`config.mk`:
```
export PLATFORM = sky130hd
export DESIGN_NAME = chacha_stream_arbiter_flat
export DESIGN_NICKNAME = d
export VERILOG_FILES = /design/src/rtl/chacha_pkg.sv /design/src/rtl/chacha_stream_arbiter_if.sv /design/src/rtl/chacha_rr_pick.sv /design/src/rtl/chacha_stream_arbiter.sv /design/src/flat_wrapper.sv
export SDC_FILE = /design/constraint.sdc
export NUM_CORES = 1
export LEC_CHECK = 0
export ABC_AREA = 1
export CORE_MARGIN = 2
export CORE_UTILIZATION = 27
export DETAILED_ROUTE_END_ITERATION = 8
export PLACE_DENSITY = 0.57
export RECOVER_POWER = 25
export SYNTH_ARGS = -nofsm -noshare
export SYNTH_HDL_FRONTEND = slang
export SYNTH_SLANG_ARGS = --single-unit
```
`constraint.sdc`:
```
create_clock -name aclk -period 1.7 [get_ports aclk]
set_input_delay 0.255 -clock aclk [delete_from_list [all_inputs] [get_ports aclk]]
set_output_delay 0.255 -clock aclk [all_outputs]
set_load 0.005 [all_outputs]
```
`src/rtl/chacha_pkg.sv`:
```
// chacha_pkg: state type and id-width helper shared by the ChaCha stream arbiter files
package chacha_pkg;
  typedef enum logic {IDLE, BUSY} arb_state_e;
  function automatic int id_w(int n);
    return n > 1 ? $clog2(n) : 1;
  endfunction
endpackage

```
`src/rtl/chacha_stream_arbiter_if.sv`:
```
// chacha_stream_arbiter_if: requester-side and datapath-side stream signals of the arbiter
interface chacha_stream_arbiter_if #(
  parameter int NB_REQ = 4,
  parameter int DATA_BUS_W = 32,
  parameter int ID_W = chacha_pkg::id_w(NB_REQ)
);
  logic [NB_REQ-1:0] i_valid, i_ready, i_last;
  logic [NB_REQ*DATA_BUS_W-1:0] i_data;
  logic o_valid, o_ready, o_last, busy;
  logic [DATA_BUS_W-1:0] o_data;
  logic [ID_W-1:0] o_id;
  modport master (output i_valid, i_data, i_last, o_ready, input i_ready, o_valid, o_data, o_last, o_id, busy);
  modport slave (input i_valid, i_data, i_last, o_ready, output i_ready, o_valid, o_data, o_last, o_id, busy);
endinterface

```
`src/rtl/chacha_rr_pick.sv`:
```
// chacha_rr_pick: combinational round-robin winner, first request at or after ptr
module chacha_rr_pick import chacha_pkg::*; #(
  parameter int N = 4,
  localparam int W = id_w(N)
) (
  input  logic [N-1:0] req,
  input  logic [W-1:0] ptr,
  output logic [W-1:0] win,
  output logic any
);
  int idx;
  always_comb begin
    win = '0;
    idx = 0;
    // scan from the farthest offset down so the closest request to ptr is written last
    for (int i = N - 1; i >= 0; i--) begin
      idx = int'(ptr) + i;
      idx = idx >= N ? idx - N : idx;
      if (req[idx[W-1:0]]) win = idx[W-1:0];
    end
  end
  assign any = |req;
endmodule

```
`src/rtl/chacha_stream_arbiter.sv`:
```
// chacha_stream_arbiter: packet-locked round-robin share of one ChaCha stream input,
// with a registered output stage tagging each beat with its source requester
module chacha_stream_arbiter import chacha_pkg::*; #(
  parameter int NB_REQ = 4,
  parameter int DATA_BUS_W = 32
) (
  input logic aclk,
  input logic aresetn,
  input logic srst,
  chacha_stream_arbiter_if.slave s
);
  localparam int ID_W = id_w(NB_REQ);
  arb_state_e state_q, state_d;
  logic [ID_W-1:0] grant_q, grant_d, ptr_q, ptr_d, o_id_q, o_id_d, win;
  logic [DATA_BUS_W-1:0] o_data_q, o_data_d, beat_data;
  logic o_valid_q, o_valid_d, o_last_q, o_last_d;
  logic any, full, acc, beat_last;
  chacha_rr_pick #(.N(NB_REQ)) u_pick (.req(s.i_valid), .ptr(ptr_q), .win(win), .any(any));
  assign full = o_valid_q & ~s.o_ready;
  assign beat_data = s.i_data[grant_q*DATA_BUS_W +: DATA_BUS_W];
  assign beat_last = s.i_last[grant_q];
  assign acc = state_q == BUSY && !full && s.i_valid[grant_q];
  assign s.i_ready = NB_REQ'(state_q == BUSY && !full) << grant_q;
  always_comb begin
    state_d = state_q;
    grant_d = grant_q;
    ptr_d = ptr_q;
    if (state_q == IDLE && any) begin
      state_d = BUSY;
      grant_d = win;
    end
    if (acc && beat_last) begin
      state_d = IDLE;
      ptr_d = grant_q == ID_W'(NB_REQ - 1) ? '0 : grant_q + 1'b1;
    end
    o_valid_d = full ? o_valid_q : acc;
    o_data_d = !full && acc ? beat_data : o_data_q;
    o_last_d = !full && acc ? beat_last : o_last_q;
    o_id_d = !full && acc ? grant_q : o_id_q;
    // synchronous reset drops the packet in flight and any held output beat
    if (srst) begin
      state_d = IDLE;
      grant_d = '0;
      ptr_d = '0;
      o_valid_d = 1'b0;
      o_data_d = '0;
      o_last_d = 1'b0;
      o_id_d = '0;
    end
  end
  always_ff @(posedge aclk or negedge aresetn)
    if (!aresetn) begin
      state_q <= IDLE;
      grant_q <= '0;
      ptr_q <= '0;
      o_valid_q <= 1'b0;
      o_data_q <= '0;
      o_last_q <= 1'b0;
      o_id_q <= '0;
    end else begin
      state_q <= state_d;
      grant_q <= grant_d;
      ptr_q <= ptr_d;
      o_valid_q <= o_valid_d;
      o_data_q <= o_data_d;
      o_last_q <= o_last_d;
      o_id_q <= o_id_d;
    end
  assign s.o_valid = o_valid_q;
  assign s.o_data = o_data_q;
  assign s.o_last = o_last_q;
  assign s.o_id = o_id_q;
  assign s.busy = state_q == BUSY;
endmodule

```
`src/flat_wrapper.sv`:
```
// flat-port wrapper written by rule: the top's interface ports become plain ports
module chacha_stream_arbiter_flat import chacha_pkg::*;
#(
  parameter int NB_REQ = 4,
  parameter int DATA_BUS_W = 32
)
  (aclk, aresetn, srst, s_i_valid, s_i_data, s_i_last, s_o_ready, s_i_ready, s_o_valid, s_o_data, s_o_last, s_o_id, s_busy);
  chacha_stream_arbiter_if #(.NB_REQ(NB_REQ), .DATA_BUS_W(DATA_BUS_W)) s_i ();
  input logic aclk;
  input logic aresetn;
  input logic srst;
  input wire logic [$bits(s_i.i_valid)-1:0] s_i_valid;
  input wire logic [$bits(s_i.i_data)-1:0] s_i_data;
  input wire logic [$bits(s_i.i_last)-1:0] s_i_last;
  input wire logic [$bits(s_i.o_ready)-1:0] s_o_ready;
  output wire logic [$bits(s_i.i_ready)-1:0] s_i_ready;
  output wire logic [$bits(s_i.o_valid)-1:0] s_o_valid;
  output wire logic [$bits(s_i.o_data)-1:0] s_o_data;
  output wire logic [$bits(s_i.o_last)-1:0] s_o_last;
  output wire logic [$bits(s_i.o_id)-1:0] s_o_id;
  output wire logic [$bits(s_i.busy)-1:0] s_busy;
  assign s_i.i_valid = s_i_valid;
  assign s_i.i_data = s_i_data;
  assign s_i.i_last = s_i_last;
  assign s_i.o_ready = s_o_ready;
  assign s_i_ready = s_i.i_ready;
  assign s_o_valid = s_i.o_valid;
  assign s_o_data = s_i.o_data;
  assign s_o_last = s_i.o_last;
  assign s_o_id = s_i.o_id;
  assign s_busy = s_i.busy;
  chacha_stream_arbiter #(.NB_REQ(NB_REQ), .DATA_BUS_W(DATA_BUS_W)) u_core (.aclk(aclk), .aresetn(aresetn), .srst(srst), .s(s_i));
endmodule
```
## After elaboration in Yosys (flattened, before gate mapping)

Index checks and enable logic that the tools add are counted.

- Output and inout bits: 41
- Word-level logic and storage cells: 78
- Flip-flop bits (word level): 41

- Equal/unequal tests: 2
- Order comparisons: 9
- Reductions and logical operators: 11
- Mux-type cells: 36
- Add/subtract/negate cells: 8
- Bitwise logic cells: 3
- Shift-type cells: 2

Operator list:

| operator | number |
|---|---|
| 128-bit by 8-bit indexed part select with 32-bit output | 1 |
| 32-bit two-way mux | 2 |
| 2-bit two-way mux | 15 |
| 2-bit by 3-bit < comparator with 1-bit output (second input constant) | 5 |
| 1-bit two-way mux | 13 |
| 1-bit binary-select mux with 2-bit select | 6 |
| 3-bit >= comparator (second input constant) | 3 |
| 2-bit by 1-bit subtractor with 2-bit output (second input constant) | 4 |
| 2-bit by 2-bit adder with 3-bit output (second input constant) | 2 |
| 2-bit nonzero test | 3 |
| 1-bit logical AND | 5 |
| 4-bit OR reduction | 1 |
| 1-bit by 2-bit << shifter with 4-bit output | 1 |
| 2-bit by 1-bit adder with 3-bit output (second input constant) | 1 |
| 2-bit by 3-bit >= comparator with 1-bit output (second input constant) | 1 |
| 3-bit nonzero test | 1 |
| 2-bit by 1-bit adder with 2-bit output (second input constant) | 1 |
| 2-bit equality test (second input constant) | 1 |
| 2-bit inequality test (second input constant) | 1 |
| 1-bit inverter | 2 |
| 1-bit AND | 1 |
| 1-bit logical NOT | 1 |

## Depth between registers and ports, before layout

- Depth in word-level cells: 11
- Depth in mapped cells: 11

## Hierarchy

Synthesis repeated with hierarchy kept, for this count alone.

- Cell total of the unflattened synthesis: 446
- Area, all modules: 2,906.5 um2

Modules (own cells, without submodules):

| module | instances | cells an instance | area an instance (um2) |
|---|---|---|---|
| chacha_stream_arbiter | 1 | 400 | 2,717.6 |
| chacha_rr_pick | 1 | 46 | 188.9 |

## Worst setup path after synthesis

Ideal clock, no wire load.

- Path type: reg2out
- From: register u_core.grant_q[0]
- To: output port s_i_ready[0]
- Path buffers: 3
- Arrival: 1,075 ps
- Setup slack: 370 ps
- Data required time: 1,445 ps
- Cell stages (with the launch flop): 7
- Path through: dfrtp_1 buf_6 inv_2 buf_4 buf_2 nand2_1 nor2_1

- Cells in the longest elaborated chain, start to end: 1

RTL lines:

| item | line | RTL |
|---|---|---|
| start, declared | chacha_stream_arbiter.sv:14 | `logic [ID_W-1:0] grant_q, grant_d, ptr_q, ptr_d, o_id_q, o_id_d, win;` |
| start signal, assigned | chacha_stream_arbiter.sv:62 | `grant_q <= grant_d;` |
| 1-bit by 2-bit << shifter with 4-bit output | chacha_stream_arbiter.sv:23 | `assign s.i_ready = NB_REQ'(state_q == BUSY && !full) << grant_q;` |
| end, declared | flat_wrapper.sv:16 | `output wire logic [$bits(s_i.i_ready)-1:0] s_i_ready;` |

Every way passes these cells.

## Worst setup path after layout

- From: input port s_o_ready
- To: output port s_i_ready[0]

- Cells in the longest elaborated chain, start to end: 5

RTL lines:

| item | line | RTL |
|---|---|---|
| start, declared | flat_wrapper.sv:15 | `input wire logic [$bits(s_i.o_ready)-1:0] s_o_ready;` |
| 1-bit inverter | chacha_stream_arbiter.sv:19 | `assign full = o_valid_q & ~s.o_ready;` |
| 1-bit AND | chacha_stream_arbiter.sv:19 |  |
| 1-bit logical NOT | chacha_stream_arbiter.sv:23 |  |
| 1-bit logical AND | chacha_stream_arbiter.sv:23 |  |
| 1-bit by 2-bit << shifter with 4-bit output | chacha_stream_arbiter.sv:23 |  |

Every way passes these cells.

==> reports/summary.json <==
{
  "p_leak_nw": 2.28,
  "synth-compound-area-share_pct": 20.1,
  "number_of_buffers_added_by_the_clock_tree_synthesis_step": 5,
  "finish.net_count": 747,
  "highest_net_fanout_along_the_worst_path": 3,
  "cap_violations": 0,
  "grt_pass1_vias": 3513,
  "setup_violations": 0,
  "period_minus_slack_ns": 1.57,
  "final_standard_cell_count_with_taps_included_and_fillers_excluded": 747,
  "synthSimpleGateAreaFrac_pct": 36.0,
  "tritoncts_clock_tree": "yes",
  "period_share_pct": 92.6,
  "netlist-cell-type-count": 25,
  "path_clk_slew_ns": 0.06,
  "n_antenna_cell": 0,
  "core.rowCount": 38,
  "worst-setup-path-type": "in2out",
  "yosys.area.top_type": "sky130_fd_sc_hd__dfrtp_1",
  "postCtsSetupBuffers": 0,
  "synth_fp_nets": 569,
  "slew-limit-headroom_pct": 57.3,
  "grt_max_degree": 60,
  "mux_cell_area_share_after_synthesis_pct": 0,
  "post_synth_most_frequent_cells": "sky130_fd_sc_hd__nand2_1 (98), sky130_fd_sc_hd__nor2_1 (73), sky130_fd_sc_hd__o21ai_0 (70), sky130_fd_sc_hd__dfrtp_1 (41), sky130_fd_sc_hd__o22ai_1 (33)",
  "routabilityCongestion": 0.773,
  "core_sq_um": 10900,
  "synth_top_family_by_area": "simple AND/OR/NAND/NOR gates",
  "routedWlPerCell_um": 14.2,
  "drt_pre_antenna_iters": 4,
  "cts.sink_count": 41,
  "clk_latency_worst_skew_pair_ns": 0.28,
  "worstSetupStartpointType": "input pin",
  "dieArea_sq_um": 12100,
  "report.power.total_mw": 3.96,
  "max-clock-path-buffers": 2,
  "warnings_synthesis": 0,
  "initial_core_util_pct": 27.8,
  "rsz0062_at_grt": "false",
  "drive_gt1_share_pct": 12.5,
  "required_time_worst_endpoint_ns": 1.44,
  "post-synth-top-count-cell": "sky130_fd_sc_hd__nand2_1",
  "yosys_register_bits": 41,
  "power.density_nw_per_um2": 761,
  "seq_area_frac_synth_pct": 33.7,
  "fin_hold_viols": 0,
  "worst-slew-pin-transition_ns": 0.641,
  "synth_adder_area_share_pct": 0.412,
  "post-route-util_pct": 47.6,
  "cp-end-kind": "primary output",
  "grt_remaining_overflow": 0,
  "layout_setup_ws_ns": 0.126,
  "die_y_um": 110,
  "max_slew_violations": 0,
  "syn_to_final_growth_pct": 71.2,
  "antenna_found_initial": 0,
  "synthDominantCellAreaShare_pct": 33.7,
  "vdd_drop_max_mv": 0.474,
  "ys_dominant_reg_cell": "sky130_fd_sc_hd__dfrtp_1",
  "grt_first_pass_wirelength_um": 16700,
  "synth_async_sr_flop_share_pct": 100,
  "final_design_area_no_fill_sq_um": 5200,
  "post_synth_xor_area_fraction_pct": 0,
  "port-buffer-count": 180,
  "route.final.wire_length_um": 10600,
  "drt_iter0_markers": 152,
  "die_width_um": 110,
  "final_antenna_net_count": 0,
  "io_pins": 181,
  "clock_tree.htree_level_count": 2,
  "globalRouteTotalUtil_pct": 17.3,
  "syn-cell-area_sq_um": 3040,
  "max_freq_ghz": 0.636,
  "placed_cells": 738,
  "placedInstanceArea_sq_um": 5060,
  "synth.avg_cell_area_sq_um": 7.10,
  "final.setup_skew_ns": 0.00655,
  "fillCellCount": 1104,
  "post_synth_inst_count": 428,
  "route.detailed.drc": 0,
  "hold_path.class": "reg2reg",
  "vias_per_cell": 4.78,
  "hpwl_um": 7920,
  "synth-edff-count": 0,
  "run_status": "finished, final reports clean",
  "vias": 3568,
  "dpl_worst_slack_ns": -0.184,
  "cts_root_buffer": "sky130_fd_sc_hd__clkbuf_16",
  "arr_time_crit_path_ns": 1.32,
  "yosys-top-cells-area": "sky130_fd_sc_hd__dfrtp_1 (34%), sky130_fd_sc_hd__nand2_1 (12%), sky130_fd_sc_hd__o21ai_0 (12%)"
}
==> area by class of cell <==
cell class / instances / area [sq um] / area share, %
clock buffers: 5 / 125 / 2.40
clock inverters: 3 / 17.5 / 0.337
inverters: 16 / 60.1 / 1.15
multi-input cells: 337 / 1720 / 33.0
flip-flops and latches: 41 / 1030 / 19.7
well taps: 140 / 175 / 3.37
repair buffers: 205 / 2080 / 40.0
==> final timing paths <==
kind / from / to / slack, ns / depth (start not counted)
min: u_core.s.o_data[2]$_DFFE_PN0P_ / u_core.s.o_data[2]$_DFFE_PN0P_ / 0.51 / 2
max in group asynchronous: aresetn / u_core.grant_q[0]$_DFFE_PN0P_ / 0.62 / 3
max: s_o_ready / s_i_ready[0] / 0.13 / 8
min reg2reg: u_core.s.o_data[2]$_DFFE_PN0P_ / u_core.s.o_data[2]$_DFFE_PN0P_ / 0.51 / 2
max reg2reg: u_core.grant_q[1]$_DFFE_PN0P_ / u_core.ptr_q[1]$_DFFE_PN0P_ / 0.15 / 8
min in group asynchronous: aresetn / u_core.s.o_data[19]$_DFFE_PN0P_ / 0.54 / 2
==> layout by cell type (no fill, tap or decap), types with 2 or more instances in the layout <==
master / count
sky130_fd_sc_hd__a21oi_1: 3
sky130_fd_sc_hd__nand3_2: 29
sky130_fd_sc_hd__clkbuf_2: 2
sky130_fd_sc_hd__clkinv_2: 2
sky130_fd_sc_hd__nand2_4: 2
sky130_fd_sc_hd__nor2_1: 73
sky130_fd_sc_hd__o211ai_2: 2
sky130_fd_sc_hd__o21ai_0: 70
sky130_fd_sc_hd__dlygate4sd2_1: 2
sky130_fd_sc_hd__clkdlybuf4s50_1: 175
sky130_fd_sc_hd__nand3_1: 19
sky130_fd_sc_hd__dfrtp_1: 40
sky130_fd_sc_hd__inv_1: 12
sky130_fd_sc_hd__inv_2: 4
sky130_fd_sc_hd__buf_12: 8
sky130_fd_sc_hd__nand2_1: 98
sky130_fd_sc_hd__o22ai_1: 33
sky130_fd_sc_hd__nand2_2: 2
sky130_fd_sc_hd__clkbuf_16: 5
sky130_fd_sc_hd__buf_4: 16
==> critical path: stages <==
cell and delay, ns:
sky130_fd_sc_hd__clkdlybuf4s50_1 0.45, sky130_fd_sc_hd__inv_1 0.04, sky130_fd_sc_hd__nand2_1 0.06, sky130_fd_sc_hd__nand2_1 0.05
sky130_fd_sc_hd__inv_1 0.08, sky130_fd_sc_hd__nand2_1 0.07, sky130_fd_sc_hd__nor2_1 0.08, sky130_fd_sc_hd__dlygate4sd2_1 0.24
==> registers in the layout (all words and copies together), names as in the netlist <==
name and flops:
u_core.s.busy 1, u_core.s.o_id 2, u_core.s.o_data 32, u_core.ptr_q 2
u_core.s.o_valid 1, u_core.grant_q 2, u_core.s.o_last 1
==> power breakdown <==
| group | switching [mW] | total (mW) | internal, mW |
|---|---|---|---|
| combinational | 0.892 | 1.83 | 0.935 |
| sequential | 0.106 | 1.21 | 1.10 |
| clock | 0.384 | 0.922 | 0.538 |
| total | 1.38 | 3.96 | 2.58 |
==> metrics by stage <==
stage	hold slack, ns	TNS, ns
2_1_floorplan	-0.0406	0
3_3_place_gp	0.277	-0.567
3_5_place_dp	0.283	-0.631
4_1_cts	0.514	0
5_1_grt	0.530	0
6_report	0.509	0
==> cell families (layout without fill, tap and decap cells) <==
family	after synthesis	count (layout)
flip-flops	41	41
buffers and inverters	50	229
AND/OR/NAND/NOR	226	226
adder cells (fa/ha/maj)	1	1
AO/OA/AOI/OAI	110	110
==> per-layer routing <==
metal	vias to the layer above	global-route usage [%]	share of wire [%]
li1	1799	-	-
met1	1644	20.5	42
met2	118	32.4	50
met3	7	3.70	7.4
met4	0	2.77	0.54
met5	-	0	0
==> timing repair <==
| item | in CTS | in global routing |
|---|---|---|
| resized for setup | 4 | 3 |
| hold buffers | 1 | 0 |
| pin swaps | 0 | 1 |
| gates cloned | 0 | 0 |
| hold endpoints to repair | 21 | 0 |
| setup endpoints to repair | 4 | 2 |
Note: power is estimated with default switching activity, not from simulation.
